### src/rtl/cv32e40p_alu_tmr_voter.sv
// 2-of-3 voter for the triplicated ALU, with per-replica fault masking (DMR) and a sticky fatal flag.
// Optional saturating error-event counter when CV32E40P_TMR_ERR_CNT_EN is defined.
//   state | meaning
//   TMR   | all three replicas voted bitwise
//   DMRk  | replica k excluded, lowest remaining replica forwarded
//   FAIL  | uncorrectable disagreement seen, best-effort majority forwarded
module cv32e40p_alu_tmr_voter #(
  parameter int unsigned THRESH = 4,
  parameter int unsigned CNT_W  = 3
) (
  input  logic        clk,
  input  logic        rst_n,
  input  logic        enable_i,
  input  logic        ex_ready_i,
  input  logic        clear_i,
  input  logic [31:0] result_1_i,
  input  logic [31:0] result_2_i,
  input  logic [31:0] result_3_i,
  input  logic        cmp_1_i,
  input  logic        cmp_2_i,
  input  logic        cmp_3_i,
  input  logic        ready_1_i,
  input  logic        ready_2_i,
  input  logic        ready_3_i,
  output logic [31:0] result_o,
  output logic        comparison_result_o,
  output logic        ready_o,
  output logic        corrected_o,
  output logic [1:0]  masked_id_o,
  output logic        fatal_o,
  output logic [15:0] err_cnt_o
);

  typedef enum logic [2:0] {S_TMR, S_DMR1, S_DMR2, S_DMR3, S_FAIL} state_t;

  localparam logic [CNT_W-1:0] LP_THRESH = CNT_W'(THRESH);
  localparam logic [CNT_W-1:0] LP_ONE    = CNT_W'(1);

  state_t                  r_state, w_state_nxt;
  logic [2:0][CNT_W-1:0]   r_cnt, w_cnt_nxt;
  logic                    r_corrected, w_corr_nxt;

  logic [2:0][31:0] w_res;
  logic [2:0]       w_cmp, w_rdy;
  logic [31:0]      w_maj_res, w_res_v;
  logic             w_maj_cmp, w_maj_rdy, w_cmp_v, w_rdy_v;
  logic [2:0]       w_mis, w_full;
  logic [1:0]       w_n_mis;
  logic             w_all_diff, w_pair_diff, w_consume;

  assign w_res = {result_3_i, result_2_i, result_1_i};
  assign w_cmp = {cmp_3_i, cmp_2_i, cmp_1_i};
  assign w_rdy = {ready_3_i, ready_2_i, ready_1_i};

  assign w_maj_res = (w_res[0] & w_res[1]) | (w_res[0] & w_res[2]) | (w_res[1] & w_res[2]);
  assign w_maj_cmp = (w_cmp[0] & w_cmp[1]) | (w_cmp[0] & w_cmp[2]) | (w_cmp[1] & w_cmp[2]);
  assign w_maj_rdy = (w_rdy[0] & w_rdy[1]) | (w_rdy[0] & w_rdy[2]) | (w_rdy[1] & w_rdy[2]);

  always_comb begin
    w_res_v = w_maj_res;
    w_cmp_v = w_maj_cmp;
    w_rdy_v = w_maj_rdy;
    case (r_state)
      S_DMR1: begin
        w_res_v = w_res[1];
        w_cmp_v = w_cmp[1];
        w_rdy_v = w_rdy[1];
      end
      S_DMR2, S_DMR3: begin
        w_res_v = w_res[0];
        w_cmp_v = w_cmp[0];
        w_rdy_v = w_rdy[0];
      end
      default: ;
    endcase
  end

  assign result_o            = w_res_v;
  assign comparison_result_o = w_cmp_v;
  assign ready_o             = w_rdy_v;

  always_comb begin
    w_mis = '0;
    for (int i = 0; i < 3; i++) begin
      w_mis[i] = (w_res[i] != w_res_v) | (w_cmp[i] != w_cmp_v) | (w_rdy[i] != w_rdy_v);
    end
  end

  assign w_n_mis    = {1'b0, w_mis[0]} + {1'b0, w_mis[1]} + {1'b0, w_mis[2]};
  assign w_all_diff = (w_res[0] != w_res[1]) && (w_res[0] != w_res[2]) && (w_res[1] != w_res[2]);
  assign w_consume  = enable_i & ready_o & ex_ready_i;

  // Disagreement within the surviving pair while one replica is masked.
  always_comb begin
    w_pair_diff = 1'b0;
    case (r_state)
      S_DMR1: w_pair_diff = (w_res[1] != w_res[2]) | (w_cmp[1] != w_cmp[2]) | (w_rdy[1] != w_rdy[2]);
      S_DMR2: w_pair_diff = (w_res[0] != w_res[2]) | (w_cmp[0] != w_cmp[2]) | (w_rdy[0] != w_rdy[2]);
      S_DMR3: w_pair_diff = (w_res[0] != w_res[1]) | (w_cmp[0] != w_cmp[1]) | (w_rdy[0] != w_rdy[1]);
      default: ;
    endcase
  end

  always_comb begin
    w_state_nxt = r_state;
    w_cnt_nxt   = r_cnt;
    w_corr_nxt  = 1'b0;
    w_full      = '0;
    if (clear_i) begin
      w_state_nxt = S_TMR;
      w_cnt_nxt   = '0;
    end else if (w_consume) begin
      case (r_state)
        S_TMR: begin
          if (w_n_mis >= 2'd2 || w_all_diff) begin
            w_state_nxt = S_FAIL;
          end else if (w_n_mis == 2'd0) begin
            w_cnt_nxt = '0;
          end else begin
            w_corr_nxt = 1'b1;
            for (int i = 0; i < 3; i++) begin
              if (w_mis[i]) begin
                w_cnt_nxt[i] = (r_cnt[i] >= LP_THRESH) ? LP_THRESH : r_cnt[i] + LP_ONE;
              end else begin
                w_cnt_nxt[i] = '0;
              end
              w_full[i] = (w_cnt_nxt[i] == LP_THRESH);
            end
            case (w_full)
              3'b000:  ;
              3'b001:  w_state_nxt = S_DMR1;
              3'b010:  w_state_nxt = S_DMR2;
              3'b100:  w_state_nxt = S_DMR3;
              default: begin
                w_state_nxt = S_FAIL;
                w_corr_nxt  = 1'b0;
              end
            endcase
          end
        end
        S_DMR1, S_DMR2, S_DMR3: begin
          if (w_pair_diff) w_state_nxt = S_FAIL;
        end
        default: ;
      endcase
    end
  end

  always_ff @(posedge clk or negedge rst_n) begin
    if (!rst_n) begin
      r_state     <= S_TMR;
      r_cnt       <= '0;
      r_corrected <= 1'b0;
    end else begin
      r_state     <= w_state_nxt;
      r_cnt       <= w_cnt_nxt;
      r_corrected <= w_corr_nxt;
    end
  end

  assign corrected_o = r_corrected;
  assign fatal_o     = (r_state == S_FAIL);

  always_comb begin
    masked_id_o = 2'd0;
    case (r_state)
      S_DMR1:  masked_id_o = 2'd1;
      S_DMR2:  masked_id_o = 2'd2;
      S_DMR3:  masked_id_o = 2'd3;
      default: ;
    endcase
  end

`ifdef CV32E40P_TMR_ERR_CNT_EN
  logic        w_any_mis;
  logic [15:0] r_err_cnt;

  // In DMR the ignored replica never counts; only the surviving pair does.
  assign w_any_mis = (r_state == S_DMR1 || r_state == S_DMR2 || r_state == S_DMR3) ?
                     w_pair_diff : (|w_mis);

  always_ff @(posedge clk or negedge rst_n) begin
    if (!rst_n) begin
      r_err_cnt <= '0;
    end else if (clear_i) begin
      r_err_cnt <= '0;
    end else if (w_consume && w_any_mis && r_err_cnt != 16'hFFFF) begin
      r_err_cnt <= r_err_cnt + 16'd1;
    end
  end

  assign err_cnt_o = r_err_cnt;
`else
  assign err_cnt_o = 16'h0;
`endif

endmodule

### config.mk
export PLATFORM = sky130hd
export DESIGN_NAME = cv32e40p_alu_tmr_voter
export DESIGN_NICKNAME = d
export VERILOG_FILES = /design/src/rtl/cv32e40p_alu_tmr_voter.sv
export SDC_FILE = /design/constraint.sdc
export NUM_CORES = 1
export LEC_CHECK = 0
export CAP_MARGIN = 20
export CORE_MARGIN = 5
export CORE_UTILIZATION = 25
export CTS_CLUSTER_SIZE = 8
export DETAILED_ROUTE_END_ITERATION = 8
export GPL_ROUTABILITY_DRIVEN = 0
export SLEW_MARGIN = 25
export SYNTH_ARGS = -nofsm -noshare
export SYNTH_HDL_FRONTEND = slang
export SYNTH_SLANG_ARGS = --single-unit
export TNS_END_PERCENT = 50
### constraint.sdc
create_clock -name clk -period 4.9 [get_ports clk]
set_input_delay 0.735 -clock clk [delete_from_list [all_inputs] [get_ports clk]]
set_output_delay 0.735 -clock clk [all_outputs]
set_load 0.02 [all_outputs]
## Word level (Yosys, flattened, before mapping)

Index checks and enable logic that the tools add are counted.

| storage, ports and cells | value |
|---|---|
| bits in registers | 13 |
| bits of input ports | 107 |
| output and inout port bits | 54 |
| word-level logic and storage cells | 133 |

| cells by class | value |
|---|---|
| add/subtract/negate cells | 5 |
| $lt $le $gt $ge | 4 |
| eq/ne operators | 32 |
| mux-type cells | 44 |
| bitwise logic cells | 29 |
| reductions and logical operators | 14 |

Operator list:

| operator | number |
|---|---|
| $ne 32x32->1 | 6 |
| $and 32x32->32 | 3 |
| $mux 3 | 26 |
| $or 32x32->32 | 2 |
| $pmux 32 s2 | 1 |
| $mux 9 | 5 |
| $or 1x1->1 | 16 |
| $eq 3x3->1 const B | 5 |
| $ne 1x1->1 | 12 |
| $pmux 3 s4 | 1 |
| $add 3x1->3 const B | 3 |
| $eq 3x2->1 const B | 3 |
| $ge 3x3->1 const B | 3 |
| $and 1x1->1 | 8 |
| $ne 4x4->1 const B | 2 |
| $eq 3x1->1 const B | 2 |
| $logic_not 3->1 | 2 |
| $mux 1 | 6 |
| $pmux 2 s3 | 1 |
| $pmux 3 s2 | 1 |
| $reduce_and 5->1 | 1 |
| $pmux 1 s2 | 2 |
| $reduce_bool 2->1 | 2 |
| $reduce_or 4->1 | 1 |
| other kinds (13) | 14 |

## Depth between registers and ports, before layout

| depth | value |
|---|---|
| word-level depth | 24 |
| mapped depth | 20 |
| depth with buffers taken out | 17 |

## Least setup slack after synthesis

Ideal clock, no wire load.

| timing path | value |
|---|---|
| path kind | in2reg |
| start | input result_1_i[22] |
| end | register r_state[1] |
| library setup time | 127 ps |
| arrival time | 4104 ps |
| required time | 4773 ps |
| path slack | 669 ps |
| cell stages on the path | 15 |
| path buffers | 0 |
| cell sequence | ha_1 -> nor3_1 -> o221ai_1 -> xor2_1 -> nor4_1 -> nand3_2 -> nor4_4 -> nand2_1 -> inv_1 -> fa_1 -> o31ai_1 -> or2_2 -> nor3_1 -> a21o_2 -> mux2_1 |

| between the ends | value |
|---|---|
| word-level cells in the longest chain between the ends | 21 |
| elaborated cells on any way between the ends | 63 |
| classes of those cells | add/sub (2); order compare (1); eq/ne (14); mux (26); bitwise (14); reduce/logical (6) |

RTL lines:

| element | line | RTL |
|---|---|---|
| start, declared | 16 | `input logic [31:0] result_1_i,` |
| $and 32x32->32 | 55 | `assign w_maj_res = (w_res[0] & w_res[1]) \| (w_res[0] & w_res[2]) \| (w_res[1] & w_res[2]);` |
| $or 32x32->32 (2 in a row) | 55 |  |
| $pmux 32 s2 (*) | 63 | `case (r_state)` |
| net result_o[22] | 25 | `output logic [31:0] result_o,` |
| $ne 32x32->1 | 85 | `w_mis[i] = (w_res[i] != w_res_v) \| (w_cmp[i] != w_cmp_v) \| (w_rdy[i] != w_rdy_v);` |
| $or 1x1->1 (2 in a row) | 85 |  |
| $mux 3 | 122 | `if (w_mis[i]) begin` |
| $mux 3 | 117 | `end else if (w_n_mis == 2'd0) begin` |
| [4 not listed] | - |  |
| $eq 3x3->1 | 127 | `w_full[i] = (w_cnt_nxt[i] == LP_THRESH);` |
| $eq 3x3->1 (tied with other cells) | 129 | `case (w_full)` |
| $pmux 3 s4 | 129 |  |
| $mux 3 | 117 |  |
| $mux 3 | 115 | `if (w_n_mis >= 2'd2 \|\| w_all_diff) begin` |
| $pmux 3 s2 | 113 | `case (r_state)` |
| $mux 3 | 112 | `end else if (w_consume) begin` |
| $mux 3 | 109 | `if (clear_i) begin` |
| end signal, assigned | 155 | `r_state <= w_state_nxt;` |
| end, declared | 39 | `state_t r_state, w_state_nxt;` |

The timed path passes the listed nets; every way through them passes the cells marked *. The select of a mux whose other input is x is not followed.
A chain may end at the register's enable or synchronous reset.

## Worst setup path after layout

| timing path | value |
|---|---|
| start | input result_1_i[27] |
| end | register r_state[1] |

| between the ends | value |
|---|---|
| word-level cells in the longest chain between the ends | 21 |
| elaborated cells on any way between the ends | 63 |
| classes of those cells | add/sub (2); order compare (1); eq/ne (14); mux (26); bitwise (14); reduce/logical (6) |

RTL lines:

| element | line |
|---|---|
| $and 32x32->32 | 55 |
| $or 32x32->32 (2 in a row) | 55 |
| $pmux 32 s2 | 63 |
| $ne 32x32->1 | 85 |
| $or 1x1->1 (2 in a row) | 85 |
| $mux 3 | 122 |
| $mux 3 | 117 |
| $mux 3 | 115 |
| [3 not listed] | - |
| $eq 3x3->1 | 127 |
| $eq 3x3->1 (tied with other cells) | 129 |
| $pmux 3 s4 | 129 |
| $mux 3 | 117 |
| $mux 3 | 115 |
| $pmux 3 s2 | 113 |
| $mux 3 | 112 |
| $mux 3 | 109 |

Parallel ways exist; a longest one is shown, timed or not. The select of a mux whose other input is x is not followed.

==> metrics <==
Synth cell types 73; worst-path maximum fanout 7; ant diodes 0; first-pass GRT wire length 33.4 mm; Final Hold Viols 0; layout net count 1031; Non-Filler Instances between 1k and 1.5k; post-synthesis sequential area ratio approximately 6.2%; async set-reset flop share out of synthesis 100%; DRT Wirelength ~22 mm; RSZ-0062 raised after global routing false; Lkg Pwr 2.95 nW; die height about 150 um; CP Class input port to flop; die width around 150 um; DRT Pass-1 Iters 5; Ys Warns 0; cell taking the most area after synthesis ha_1; WP data arrival about 4.8 ns; DRC Markers 0; PortBufs roughly 140; Post-CTS Resized 0; top cells by area, synth ha_1 26%, xor2_1 11%, dfrtp_1 6.2%, nor4_1 4.0%, xnor2_1 3.7%; # H-tree levels 1; setup violators final 0; share of cells above drive strength 1 between 8 and 9%; initial antenna violation count 0; Routed WL per cell 20.5 um; Worst setup SP type input port; total CTS buffers 3; Cell Chain, Critical Path clkdlybuf4s50_1 > ha_1 > or3_1 > a221o_1 > xor2_1 > nor4_1 > nand4_1 > nor4_4 > nand2_1 > inv_1 > fa_1 > o31ai_1 > or2_2 > nor3_1 > a21o_2 > mux2_1; EDFF count, synth 0; most frequent cells after synthesis 108 x ha_1, 64 x xor2_1, 36 x nor3_1, 33 x nor4_1, 28 x nor2_1; Worst slew margin 54.5%; count leader, synth ha_1; die area 0.0238 mm2; CTS Buffer Depth 2; Netlist Area Pre-Place about 0.0052 mm2; synthesized area per cell approximately 8.1 um2; worst-skew pair later-pin latency about 0.24 ns; largest net degree at the start of global routing between 50 and 60; Clock Skew just under 0.0008 ns; Post-CTS Setup Inserts 0; CTS tree built; Rows 52; # fillers 2118; Post-DRT Antenna Nets 0; I/O pin count between 150 and 200; Worst-path clk slew approximately 0.04 ns; Worst VDD drop between 0.00008 and 0.00009 V; final period demand of the worst path about 4.6 ns; initial core utilization 25.6%; grt ovf 0; Clock Sinks 13; Max Slew Vio Count 0; drt via density between 5 and 6; Cells after Synth about 640; DR vias slightly below 6k; worst hold path class flop to flop; Yosys top cell area share around a quarter; status finished clean; Yosys reg bits 13; Largest stage delay, worst path around 0.56 ns; Crit. End Element flop; GRT Total Usage ~18%; slack of the critical path 0.269 ns; synthesis-to-finish area growth 39.1%; Place WS around 0.099 ns; CORE AREA between 0.02 and 0.025 mm2; worst-margin pin slew roughly 0.68 ns; most used flip-flop cell after synthesis dfrtp_1; CP required 5.02 ns; power per standard cell area 123 mW/mm2; HPWL after detailed placement ~19 mm; Post-CTS Hold Buffers 0; Min-Delay Path Depth 2; vias in the first global route roughly 5.6k; Clock Root Buffer clkbuf_16; Max stage delay cell, worst path clkdlybuf4s50_1; placed insts ~1.1k; max-cap viol count 0; Iter 0 DRT Violations just over 500; Worst Reg-to-Reg Cells 13; fin crit share 94.5%; Setup TNS 0 ns; fmax ~0.22 GHz
metal layers:
metal / global-route usage [%] / wire, um / vias to the layer above
met2: 28.2 / 9890 / 258
met3: 3.60 / 1930 / 28
met4: 3.24 / 369 / 0
li1: - / - / 2777
met5: 0 / 0 / -
met1: 24.9 / 10100 / 2711
placed cells by master, fill, tap and decap left out, drive strengths merged, types with 5 or more instances in the layout:
| master | netlist | final |
|---|---|---|
| o22ai | 11 | 11 |
| o31ai | 7 | 7 |
| a21oi | 23 | 23 |
| conb | 1 | 16 |
| nor2b | 11 | 11 |
| a211oi | 8 | 8 |
| dfrtp | 13 | 13 |
| or3 | 9 | 9 |
| nand3b | 17 | 17 |
| xor2 | 64 | 64 |
| a2bb2oi | 7 | 7 |
| nor4 | 37 | 37 |
| nand4 | 15 | 15 |
| buf | 37 | 47 |
| nand3 | 6 | 6 |
| clkdlybuf4s50 | 0 | 144 |
| nand2 | 27 | 27 |
| a31oi | 5 | 5 |
| o221ai | 16 | 16 |
| ha | 108 | 108 |
| o21ai | 12 | 12 |
| a22oi | 5 | 5 |
| xnor2 | 22 | 22 |
| nor2 | 28 | 28 |
| inv | 28 | 28 |
| nor3 | 36 | 36 |
| nand2b | 17 | 17 |
state kept, by name, indices dropped and copies added, names as in the netlist:
signal and count:
r_state 3, r_cnt 9, corrected_o 1
final cells by class:
class / instances / area, um2 / area share, %
multi-input combinational: 578 / 4600 / 63.4
timing repair buffer: 191 / 1810 / 24.9
tap: 270 / 338 / 4.66
sequential: 13 / 327 / 4.50
inverter: 28 / 108 / 1.48
clock buffer: 4 / 78.8 / 1.09
worst paths after layout:
| kind | slack [ns] | endpoint | startpoint |
|---|---|---|---|
| max | 0.27 | r_state[1] | result_1_i[27] |
| min reg2reg | 0.53 | r_cnt[2] | r_cnt[2] |
| min in group asynchronous | 0.88 | r_cnt[7] | rst_n |
| min | 0.53 | r_cnt[2] | r_cnt[2] |
| max in group asynchronous | 3.59 | r_state[1] | rst_n |
| max reg2reg | 0.52 | r_state[1] | r_state[1] |
kinds of logic after synthesis:
logic type | Yosys count | synth area share, %
AND/OR/NAND/NOR | 230 | 26.1
AO/OA/AOI/OAI | 129 | 18.6
flip-flops | 13 | 6.24
XOR/XNOR | 86 | 14.4
buffers and inverters | 68 | 6.69
multiplexers | 7 | 1.42
other | 1 | 0.0719
adder cells (fa/ha/maj) | 110 | 26.5
through the flow:
| step | hold slack (ns) | utilization (%) | instance area (um2) | total power [W] |
|---|---|---|---|---|
| finish | 0.534 | 35.6 | 7260 | 0.000896 |
| global placement | 0.496 | 35.2 | 7180 | 0.000732 |
| floorplan | 0.439 | - | 5270 | 0.000419 |
| global route | 0.560 | 35.6 | 7260 | 0.000952 |
| CTS | 0.532 | 35.6 | 7250 | 0.000891 |
| detailed placement | 0.505 | 35.2 | 7180 | 0.000732 |
report_power, final:
part           switching [W]  internal, W  total, W
combinational       0.000347     0.000286  0.000632
clock              0.0000445     0.000110  0.000154
sequential       0.000000606     0.000108  0.000109
worst max-delay path: cells and delay by family:
kind | cells | cell delay, ns
adders and majority gates | 2 | 0.46
xor gates and xnor gates | 1 | 0.18
buffers and inverters | 2 | 0.64
and+or+nand+nor | 7 | 1.72
muxes | 1 | 0.33
AOI/OAI and AO/OA | 3 | 0.67
Note: power is estimated with default switching activity, not from simulation.
